### src/rtl/imem_responder.sv
// imem_responder: instruction memory with a 2-entry in-order response queue.
// Each accepted fetch reads its word at the accept edge. A loader port writes
// the storage, and a flush drops every queued and same-cycle fetch.
module imem_responder #(
  parameter int unsigned DEPTH_WORDS = 64
) (
  input  logic                           clk,
  input  logic                           reset,
  input  logic                           go,
  input  logic                           flush,
  input  logic                           req_valid,
  input  logic [31:0]                    req_addr,
  output logic                           req_ready,
  output logic                           resp_valid,
  input  logic                           resp_ready,
  output logic [31:0]                    resp_instr,
  output logic [31:0]                    resp_addr,
  output logic                           resp_err,
  input  logic                           wr_en,
  input  logic [$clog2(DEPTH_WORDS)-1:0] wr_index,
  input  logic [31:0]                    wr_data
);

  localparam int unsigned AW         = $clog2(DEPTH_WORDS);
  localparam logic [33:0] ADDR_LIMIT = 34'(DEPTH_WORDS) * 34'd4;
  localparam logic [31:0] NOP_INSTR  = 32'h0000_0013;

  typedef enum logic [1:0] {
    EMPTY,
    ONE,
    FULL
  } state_t;

  typedef struct packed {
    logic [31:0] instr;
    logic [31:0] addr;
    logic        err;
  } entry_t;

  logic [31:0] mem_q [DEPTH_WORDS];

  state_t state_q, state_d;
  entry_t head_q, head_d;
  entry_t tail_q, tail_d;

  logic   req_err;
  logic   push;
  logic   pop;
  entry_t new_entry;

  // Loader writes; storage is not reset so a program survives a core reset.
  always_ff @(posedge clk) begin
    if (wr_en) begin
      mem_q[wr_index] <= wr_data;
    end
  end

  // Classify the incoming fetch and build the entry it would push (the read sees the pre-write word).
  always_comb begin
    req_err   = (req_addr[1:0] != 2'b00) || ({2'b00, req_addr} >= ADDR_LIMIT);
    new_entry = '{instr: (req_err ? NOP_INSTR : mem_q[req_addr[2 +: AW]]),
                  addr:  req_addr,
                  err:   req_err};
  end

  // Handshakes and occupancy next-state; flush overrides every push and pop.
  always_comb begin
    req_ready  = reset && go && !flush && (state_q != FULL);
    push       = req_valid && req_ready;
    resp_valid = (state_q != EMPTY);
    pop        = resp_valid && resp_ready;
    state_d    = state_q;
    head_d     = head_q;
    tail_d     = tail_q;
    if (flush) begin
      state_d = EMPTY;
      head_d  = '0;
      tail_d  = '0;
    end else begin
      case (state_q)
        EMPTY: begin
          if (push) begin
            state_d = ONE;
            head_d  = new_entry;
          end
        end
        ONE: begin
          if (push && pop) begin
            head_d = new_entry;
          end else if (push) begin
            state_d = FULL;
            tail_d  = new_entry;
          end else if (pop) begin
            state_d = EMPTY;
            head_d  = '0;
          end
        end
        FULL: begin
          if (pop) begin
            state_d = ONE;
            head_d  = tail_q;
            tail_d  = '0;
          end
        end
        default: begin
          state_d = EMPTY;
          head_d  = '0;
          tail_d  = '0;
        end
      endcase
    end
  end

  // Queue state register; an asynchronous reset empties it and zeroes both entries.
  always_ff @(posedge clk or negedge reset) begin
    if (!reset) begin
      state_q <= EMPTY;
      head_q  <= '0;
      tail_q  <= '0;
    end else begin
      state_q <= state_d;
      head_q  <= head_d;
      tail_q  <= tail_d;
    end
  end

  assign resp_instr = head_q.instr;
  assign resp_addr  = head_q.addr;
  assign resp_err   = head_q.err;

endmodule

### config.mk
export PLATFORM = sky130hd
export DESIGN_NAME = imem_responder
export DESIGN_NICKNAME = d
export VERILOG_FILES = /design/src/rtl/imem_responder.sv
export SDC_FILE = /design/constraint.sdc
export NUM_CORES = 2
export LEC_CHECK = 0
export ABC_AREA = 1
export CAP_MARGIN = 20
export CORE_MARGIN = 2
export CORE_UTILIZATION = 43
export CTS_BUF_LIST = sky130_fd_sc_hd__clkbuf_4 sky130_fd_sc_hd__clkbuf_8
export CTS_CLUSTER_SIZE = 10
export DETAILED_ROUTE_END_ITERATION = 7
export GPL_ROUTABILITY_DRIVEN = 0
export PLACE_DENSITY_LB_ADDON = 0.3
export RECOVER_POWER = 50
export SETUP_SLACK_MARGIN = 0.15
export SLEW_MARGIN = 20
export SYNTH_ARGS = -nofsm -noshare
export SYNTH_HDL_FRONTEND = slang
export SYNTH_SLANG_ARGS = --single-unit
### constraint.sdc
create_clock -name clk -period 2.6 [get_ports clk]
set_input_delay 0.39 -clock clk [delete_from_list [all_inputs] [get_ports clk]]
set_output_delay 0.39 -clock clk [all_outputs]
set_load 0.01 [all_outputs]
**After elaboration in Yosys (flattened, before gate mapping)**

Memories as Yosys holds them, arrays and structs flattened.
Cells that the tools add are included.

- Reduce and logical (&&, ||, !) cells: 14
- Multiplexer cells: 20
- $lt $le $gt $ge: 1
- Eq/ne operators: 11

Operators by type and width:

| kind | number |
|---|---|
| 2-to-1 mux 65 bit | 8 |
| one-hot mux 65 bit (3 select lines) | 2 |
| greater-or-equal comparator 32 x 9 -> 1 bit, second input constant | 1 |
| 2-to-1 mux 32 bit | 1 |
| 2-to-1 mux 2 bit | 6 |
| != test 3 bit, second input constant | 4 |
| != test 4 bit, second input constant | 3 |
| AND reduction 4 bit | 3 |
| logical AND 1 bit | 6 |
| one-hot mux 2 bit (3 select lines) | 1 |
| != test 2 bit, second input constant | 2 |
| nonzero test 2 bit | 2 |
| == test 2 x 1 -> 1 bit, second input constant | 1 |
| == test 2 bit, second input constant | 1 |
| zero test 2 bit | 1 |
| 2-to-1 mux 1 bit | 2 |
| zero test 1 bit | 1 |
| logical OR 1 bit | 1 |

- Output and inout bits: 67
- Input bits: 77
- Word-level logic and storage cells: 54
- Memories kept: 1
- Bits in registers: 132
- RAM bits: 2048

Memories:

| name | words | width | read ports | clocked after memory_dff | write ports | RTL line | source |
|---|---|---|---|---|---|---|---|
| mem_q | 64 | 32 | 1 | 0 | 1 | 40 | `logic [31:0] mem_q [DEPTH_WORDS];` |

**Depth between registers and ports, before layout**

- Depth in word-level cells: 8
- Gate-level depth with buffers: 19
- Gate-level depth less buffers: 16

**Worst setup path after synthesis**

No wires, ideal clock.

- Path type: in2reg
- Start: in wr_en
- End: mem mem_q[48][0] (enable)
- Setup time: 0.502 ns
- Required time: 2.098 ns
- Path buffers: 1
- Setup slack: -1.920 ns
- Arrival time: 4.018 ns
- Stages: 3
- Cells stage by stage: clkbuf_1 -> nand4_1 -> nor4_1

- Cells in the longest elaborated chain, start to end: 2

RTL lines:

| what | RTL line | source |
|---|---|---|
| start: declaration | 19 | `input logic wr_en,` |
| 2-to-1 mux 1 bit | 53 | `if (wr_en) begin` |
| 2-to-1 mux 1 bit (not written as such) | 54 | `mem_q[wr_index] <= wr_data;` |
| end: declaration | 40 |  |

No other way between the ends.

**Worst setup path after layout**

- Start: in wr_index[4]
- End: mem mem_q[52][19] (enable)

RTL lines:

| what | RTL line | source |
|---|---|---|
| start: declaration | 20 | `input logic [$clog2(DEPTH_WORDS)-1:0] wr_index,` |

No word-level cell before the write port.

==> results.yml <==
power_and_ir_drop:
  p_per_area_nw_per_um2: 697
  peakVddDrop_mv: 0.415
  power_w: 0.0734
  p_leak_nw: 39.5
global_routing:
  grt_max_degree: 133
  grtUsageTotal: 0.250
  antenna_found_initial: 13
  grt_pass1_wl_um: 391000
  gr-total-overflow: 0
  grt_pass1_vias: 59300
min_path:
  hp-start: "req_addr[16]"
  worstHoldPathType: "input port to register"
status:
  status: "finished with violations"
  violations: "max-capacitance violations, max-slew violations"
timing:
  slew_viol_final: 687
  worst_pin_slew_ps: 2170
  setup_viol: 0
  period_needed_ps: 2470
  relSlewSlack: -0.444
  finalClockSkew_ps: 77.1
  rsz0062_at_grt: "no"
  worst_slack_ps: 129
  fin_setup_tns_ps: 0
  finalCritPeriodShare: 0.950
  report.final.hold_viol_count: 0
  fmax_mhz: 405
yosys:
  synthArstFlopShare: 0.0606
  synth_cells: 7624
  synth_cell_types: 30
  yosysTopAreaCellShare: 0.695
  synthesis.area_sq_um: 88500
  syn_avg_cell_area_sq_um: 11.6
  synth-edff-count: 2048
  yosys-top-cells-count: "2730 x nand2_1, 2048 x edfxtp_1, 1432 x nand3_1, 228 x buf_2, 227 x nor2_1"
  synth_most_common_cell: "nand2_1"
  yosys.area.top_type: "edfxtp_1"
  ys_top_cells_by_area: "edfxtp_1 70%, nand2_1 12%, nand3_1 8.1%"
  synthFlopType: "edfxtp_1"
  ys_seq_elements: 2180
  synth_nets: 7701
  synth_seq_area_share: 0.732
  yosysWarnings: 0
finish:
  stdcell_area_sq_um: 105000
  seqCellArea_sq_um: 64800
  nets: 8375
  syn2layout_area_growth_pct: 18.9
  multiInputGateArea_sq_um: 21000
  fill_cells: 17300
  drive_above_1_share: 0.141
  final_core_util: 0.514
floorplan:
  dieArea_sq_um: 209000
  core_sq_um: 205000
  rows: 166
  ios: 144
  die_w_um: 458
  fp.dieH_um: 458
  start_util: 0.432
place:
  place_ws_ps: -177
  hpwl_um: 163000
  port_buffers: 143
  placed_cell_area_sq_um: 98500
critical_path:
  critPathKind: "input port to register"
  cp_max_fo: 20
  startpoint: "wr_index[4]"
  cp_cell_sequence: "dlygate4sd3_1 > nand4_1 > buf_4 > nor4_1 > clkbuf_1"
  worst_setup_path_end_kind: "register"
  r2r_start: "mem_q[20][1]"
  cpMaxStageDelayCell: "clkbuf_1"
  worstPathArrival_ps: 3120
  cp-start-kind: "input port"
  ff2ff_setup_slack_ps: 420
  crit_required_ps: 3250
  max_stage_delay_ps: 1140
clock_network:
  cts_root_buf: "clkbuf_8"
  ctsHtreeMaxLevel: 5
  insertion_delay_ps: 1100
  tritoncts: "done"
  clk_pin_slew_ps: 60
  numCtsBuffers: 361
  cts.path.max_buffers: 4
  clock_sinks: 2180
routing:
  drt_iter0_markers: 6511
  routed_wirelength_um: 265000
  drc: 0
  via_per_inst: 5.49
  drtPass1Iterations: 6
  num_vias: 61700
  ant_nets: 0
  wire_per_inst_um: 23.6
run:
  maxCapViolCount: 19
==> path summary, 6_finish.rpt <==
path / cells past startpoint / end
max: 5 / mem_q[52][19]
min: 4 / tail_q[17]
max reg2reg: 18 / resp_instr[1]
min reg2reg: 2 / tail_q[8]
max in group asynchronous: 4 / resp_instr[30]
min in group asynchronous: 4 / tail_q[15]
==> kinds of logic (layout without fill, tap and decap cells) <==
group | after synthesis | in the layout | share of synthesized area
DFF | 2180 | 2180 | 0.732
buffers and inverters | 658 | 1580 | 0.0360
other | 0 | 2 | 0
and+or+nand+nor | 4457 | 4457 | 0.211
AOI/OAI and AO/OA | 329 | 329 | 0.0206
==> registers in the layout, summed over array words and instances, names as in the netlist <==
signal / count
mem_q: 2048
resp_addr: 32
resp_err: 1
resp_instr: 32
state_q: 2
tail_q: 65
==> cells in the final DEF (no fill, tap or decap), drive strengths merged, types with 3 or more instances in the layout <==
master and n:
a22oi 33, dfrtp 132, clkdlybuf4s15 3, nand3 1432
o211ai 33, o21ai 130, buf 537, dlygate4sd2 53
clkinv 111, nor2 230, edfxtp 2048, bufinv 4
clkdlybuf4s50 44, clkinvlp 7, nor3 37, inv 182
nor4 8, clkbuf 573, nand2 2731, nand4 18
dlygate4sd3 64, a21oi 130
==> where the power goes <==
group	internal (W)	switching [W]
Sequential	0.0388	0.000137
Combinational	0.00181	0.00396
Clock	0.0154	0.0133
==> timing repair <==
item	in CTS	in global routing
gates cloned	0	0
setup buffers	1	0
resized for setup	86	3
hold buffers	62	0
endpoints found under the hold margin	1362	0
endpoints found under the setup margin	58	1
==> final cells by class <==
cell class / instances / share of cell area
clock buffers: 492 / 0.0577
repair buffers: 784 / 0.0821
multi-input cells: 4786 / 0.199
diodes: 2 / 0.0000476
well taps: 2688 / 0.0320
clock inverters: 119 / 0.00590
flip-flops and latches: 2180 / 0.616
inverters: 185 / 0.00688
==> metrics by stage <==
stage          hold slack (ps)  cells
2_1_floorplan             94.4   7624
3_3_place_gp               453  10600
3_5_place_dp               464  10600
4_1_cts                   9.84  11200
5_1_grt                   86.1  11200
6_report                   103  11200
==> critical path, delay by kind of cell <==
| family | cells | cell delay [ps] |
|---|---|---|
| and+or+nand+nor | 2 | 530 |
| buffers and inverters | 3 | 2140 |
==> layer usage <==
layer	track usage	up-vias	part of all wire
met4	0.102	8	0.042
met1	0.344	30300	0.41
met2	0.396	2981	0.46
met5	0	-	0.00020
li1	-	27900	-
met3	0.0427	506	0.089
(Power assumes the default switching activity.)
